===== config.mk =====
export PLATFORM = sky130hd
export DESIGN_NAME = mem_port_arbiter
export DESIGN_NICKNAME = d
export VERILOG_FILES = /design/src/rtl/mem_port_arbiter.sv
export SDC_FILE = /design/constraint.sdc
export NUM_CORES = 1
export LEC_CHECK = 0
export CAP_MARGIN = 5
export CORE_AREA = 10 10 184 186
export DETAILED_ROUTE_END_ITERATION = 8
export DIE_AREA = 0 0 194 196
export PLACE_DENSITY_LB_ADDON = 0.1
export SLEW_MARGIN = 10
export SYNTH_ARGS = -nofsm -noshare
export SYNTH_HDL_FRONTEND = slang
export SYNTH_SLANG_ARGS = --single-unit

===== constraint.sdc =====
create_clock -name clk -period 2.3 [get_ports clk]
set_input_delay 0.46 -clock clk [delete_from_list [all_inputs] [get_ports clk]]
set_output_delay 0.46 -clock clk [all_outputs]
set_load 0.01 [all_outputs]

===== src/rtl/mem_port_arbiter.sv =====
// Shared memory port arbiter for instruction fetch and data access.
// One outstanding transaction, starvation guard for fetch, timeout abort.
module mem_port_arbiter #(
    parameter int STARVE_LIMIT = 4,
    parameter int TIMEOUT      = 16
) (
    input  logic        clk,
    input  logic        reset,
    input  logic        if_req,
    input  logic [63:0] if_addr,
    input  logic        flush,
    input  logic        d_req,
    input  logic        d_we,
    input  logic [63:0] d_addr,
    input  logic [63:0] d_wdata,
    input  logic [63:0] mem_rdata,
    input  logic        mem_rvalid,
    output logic        mem_req,
    output logic        mem_we,
    output logic [63:0] mem_addr,
    output logic [63:0] mem_wdata,
    output logic [31:0] if_rdata,
    output logic        if_valid,
    output logic [63:0] d_rdata,
    output logic        d_valid,
    output logic        stall_if,
    output logic        stall_mem,
    err
);

    localparam logic [1:0] IDLE   = 2'd0;
    localparam logic [1:0] BUSY_D = 2'd1;
    localparam logic [1:0] BUSY_I = 2'd2;

    localparam int              WW         = $clog2(TIMEOUT + 1);
    localparam logic [2:0]      STARVE_MAX = 3'(STARVE_LIMIT);
    localparam logic [WW-1:0]   WAIT_LAST  = WW'(TIMEOUT - 1);

    logic [1:0]    state;
    logic [2:0]    starve_cnt;
    logic [WW-1:0] wait_cnt;
    logic          cancel;

    logic grant_d;
    logic grant_i;
    logic busy;
    logic timeout_hit;
    logic done;
    logic cancel_now;

    // A requester still holds its line during its valid cycle, so no new
    // grant is issued while any completion pulse is on the outputs.
    always_comb begin
        grant_d = 1'b0;
        grant_i = 1'b0;
        if (state == IDLE && !d_valid && !if_valid) begin
            if (d_req && !(if_req && starve_cnt == STARVE_MAX)) begin
                grant_d = 1'b1;
            end else if (if_req) begin
                grant_i = 1'b1;
            end
        end
    end

    assign busy        = (state != IDLE);
    assign timeout_hit = busy && !mem_rvalid && (wait_cnt == WAIT_LAST);
    assign done        = busy && (mem_rvalid || timeout_hit);
    assign cancel_now  = cancel || flush;

    assign stall_if  = if_req & ~if_valid;
    assign stall_mem = d_req & ~d_valid;

    always_ff @(posedge clk) begin
        if (reset) begin
            state      <= IDLE;
            starve_cnt <= 3'd0;
            wait_cnt   <= '0;
            cancel     <= 1'b0;
            mem_req    <= 1'b0;
            mem_we     <= 1'b0;
            mem_addr   <= 64'd0;
            mem_wdata  <= 64'd0;
            if_rdata   <= 32'd0;
            if_valid   <= 1'b0;
            d_rdata    <= 64'd0;
            d_valid    <= 1'b0;
            err        <= 1'b0;
        end else begin
            mem_req  <= grant_d | grant_i;
            d_valid  <= 1'b0;
            if_valid <= 1'b0;

            if (grant_d) begin
                state     <= BUSY_D;
                mem_we    <= d_we;
                mem_addr  <= d_addr;
                mem_wdata <= d_wdata;
                wait_cnt  <= '0;
            end else if (grant_i) begin
                state    <= BUSY_I;
                mem_we   <= 1'b0;
                mem_addr <= if_addr;
                wait_cnt <= '0;
            end

            if (!if_req || grant_i) begin
                starve_cnt <= 3'd0;
            end else if (grant_d && starve_cnt != STARVE_MAX) begin
                starve_cnt <= starve_cnt + 3'd1;
            end

            if (busy) begin
                wait_cnt <= wait_cnt + WW'(1);
                if (state == BUSY_I && flush) begin
                    cancel <= 1'b1;
                end
                if (done) begin
                    state  <= IDLE;
                    cancel <= 1'b0;
                    if (timeout_hit) begin
                        err <= 1'b1;
                    end
                    if (state == BUSY_D) begin
                        d_valid <= 1'b1;
                        if (timeout_hit) begin
                            d_rdata <= 64'd0;
                        end else if (!mem_we) begin
                            d_rdata <= mem_rdata;
                        end
                    end else if (!cancel_now) begin
                        if_valid <= 1'b1;
                        if_rdata <= timeout_hit ? 32'd0 : mem_rdata[31:0];
                    end
                end
            end else if (mem_rvalid) begin
                // Stray completion with nothing outstanding.
                err <= 1'b1;
            end
        end
    end

endmodule

==> out/results.tsv <==
metric	value	unit
fin_nets	1876	
dieWidth	194	um
regToRegEndpoint	if_rdata[27]	
tightest_slew	0.6244	ns
path_clk_slew	0.05	ns
synth-compound-area-share	0.2157	
post_cts_buffers	0	
grt_setup_unrepaired	false	
synth.area.top_cells	dfxtp_1 (51%), a21oi_1 (12%), nand2_1 (12%)	
final.setup.tns	0	ns
grt_pass1_wl	61530	um
hold_start	d_rdata[54]	
final_hold_viol_count	0	
avgSynthCellArea	8.190	um^2
vdd_drop_max	0.4201	mV
cts_max_level	1	
post_cts_resized	0	
finalSetupViolations	0	
crit_slowest_cell	clkdlybuf4s50_1	
cap_viol_max_count	0	
pwr-share-comb	0.257	
hold_end	d_rdata[54]	
cpLargestDelayFamily	buffers and inverters	
cts_hold_buf	0	
final_util	0.5214	
whs	0.4479	ns
rows	64	
hold_class	reg2reg	
worstPathMaxFanout	2	
wire_per_inst	20.45	um
hpwl	30350	um
rr_worst_depth	8	
cts_buffers	29	
tritoncts	done	
place_area	14950	um^2
synthAdderAreaFrac	0.005313	
die_area	38020	um^2
path_class	in2out	
routed_wl	41420	um
power	11.92	mW
yosysWarnings	0	
portBuffers	493	
post-route-cell-area	15780	um^2
io_pins	494	
min_period	2.275	ns
dr.pass1.iters	4	
p_sw_frac	0.2879	
grt_max_degree	65	
crit_chain	clkdlybuf4s50_1, inv_1, nor2_1, clkdlybuf4s50_1	
synth_xor_area_frac	0	
arrival	1.81	ns
synth_top_area_cell	dfxtp_1	
max_freq	0.4396	GHz
slew_headroom	0.5822	
switchingPower	3.433	mW
synth-simple-area-share	0.2183	
worst_path_most_repeated_cell	clkdlybuf4s50_1	
synth.distinct_cells	34	
r2r_slack	0.17	ns
cts_buffer_depth	3	
crit_required	1.84	ns
root_buffer	clkbuf_16	
ys_seq_area_frac	0.5101	
cts_sinks	240	
synth_seq_cells	240	
pwr-share-clk	0.345	
r2r_start	wait_cnt[0]	
slowest_delay	0.59	ns
first_global_vias	9573	
synth_top_family_by_area	simple AND/OR/NAND/NOR gates	
maxSlewViolCount	0	
cp.buffers_inverters	3	
post-route-period-util	0.9890	
viasPerCell	4.841	
intPower	8.490	mW
grt_usage	0.2030	
syn_to_final_growth	67.55	%
start_kind	primary input	
num_vias	9803	
syn-num-nets	1417	
holdPathStages	2	
synth_mux_area_frac	0.001063	
netlist_area	9419	um^2
start_util	0.3112	
antenna_found_initial	6	
die_y	196	um
fin_skew	0.01372	ns
insertion_delay	0.54	ns
grt-ovfl-total	0	
power_density	755.5	nW/um^2
core	30270	um^2
worst_setup_path_end_kind	output port	
pwr-share-seq	0.398	
drt_iter0_drc	425	
gp_congestion	0.7787	
synth_top_area_share	0.5101	
drive_above_1_share	0.08979	
ant_nets	0	
power.leakage	5.630	nW
status	finished clean	
route.detailed.drc	0	
synthCells	1150	
[layout make-up]
type	instances	area, um^2
Clock buffer	44	802.0
Clock inverter	4	23.77
Timing Repair Buffer	528	5439
Antenna cell	3	7.507
Inverter	5	18.77
Tap cell	396	495.5
Multi-Input combinational cell	805	4190
Fill cell	2925	14490
Sequential cell	240	4805
[cells in the final DEF, fill, tap and decap left out, types with 4 or more instances in the layout]
| cell type | n |
|---|---|
| nand2_1 | 289 |
| dfxtp_1 | 240 |
| a21oi_1 | 235 |
| buf_4 | 16 |
| clkdlybuf4s50_1 | 492 |
| nand3_1 | 99 |
| inv_1 | 5 |
| a211oi_2 | 60 |
| clkbuf_16 | 29 |
| buf_12 | 19 |
| a211oi_1 | 5 |
| nor3_1 | 4 |
| nor2_1 | 76 |
| ha_1 | 4 |
| clkbuf_1 | 13 |
[worst reg2reg max path: cells and delay by family, from the launching register on]
family | cells | cell delay, ns
AO/OA/AOI/OAI | 1 | 0.06
adder cells (fa/ha/maj) | 2 | 0.37
buffers and inverters | 1 | 0.20
flip-flops | 1 | 0.35
AND/OR/NAND/NOR | 4 | 1.03
[stage by stage]
step / cells / worst slack, ns
final: 2025 / 0.02536
after global routing: 2025 / 0.006764
after CTS: 2022 / 0.01378
after detailed placement: 1974 / 0.01343
after global placement: 1974 / 0.01126
after floorplan: 1150 / 0.2420
[cell usage after synthesis, drive strengths merged]
cell type and number:
inv 5, o21a 1, and2 1, or4 1, a31oi 2, nor4b 1
a21oi 235, ha 4, o21ai 5, o21bai 1, nand4b 1, nor2b 4
or4b 1, mux2i 1, or2 1, nand3 100, nand2b 2, nor2 77
clkbuf 73, a22oi 2, nor4 2, buf 27, nand2 291, nor3 4
and3 3, a211oi 65, dfxtp 240
[cell families after synthesis]
logic type | count (synthesis)
buffers and inverters | 105
AO/OA/AOI/OAI | 311
multiplexers | 1
adder cells (fa/ha/maj) | 4
flip-flops | 240
AND/OR/NAND/NOR | 489
[power groups by stage]
stage | sequential (mW) | combinational [mW] | clock (mW)
after CTS | 4.75 | 3.11 | 4.26
after global placement | 4.82 | 3.08 | 0
after floorplan | 5.00 | 1.24 | 0
final | 4.75 | 3.06 | 4.11
after global routing | 4.79 | 3.32 | 4.44
after detailed placement | 4.84 | 3.10 | 0
[sequential cells by signal, indices dropped and copies added (netlist names), 2 cells and up]
name	flops
d_rdata	64
mem_addr	64
state	2
if_rdata	32
starve_cnt	3
mem_wdata	64
wait_cnt	5
[how the worst max path moves through the flow]
stage / from / to / slack (ns) / cells past startpoint
6_report: d_req / stall_mem / 0.03 / 4
5_1_grt: d_req / stall_mem / 0.007 / 4
4_1_cts: d_req / stall_mem / 0.01 / 4
3_5_place_dp: d_req / stall_mem / 0.01 / 4
3_3_place_gp: d_req / stall_mem / 0.01 / 4
2_1_floorplan: wait_cnt[0] / if_rdata[2] / 0.24 / 9
[layer usage]
metal	wire, um	track usage	vias to the layer above
met3	3825	0.08167	43
met1	16380	0.2308	4593
met2	20470	0.3462	347
li1	-	-	4814
met5	44	0	-
met4	699	0.05329	6
Power figures use the tool's default switching activity.
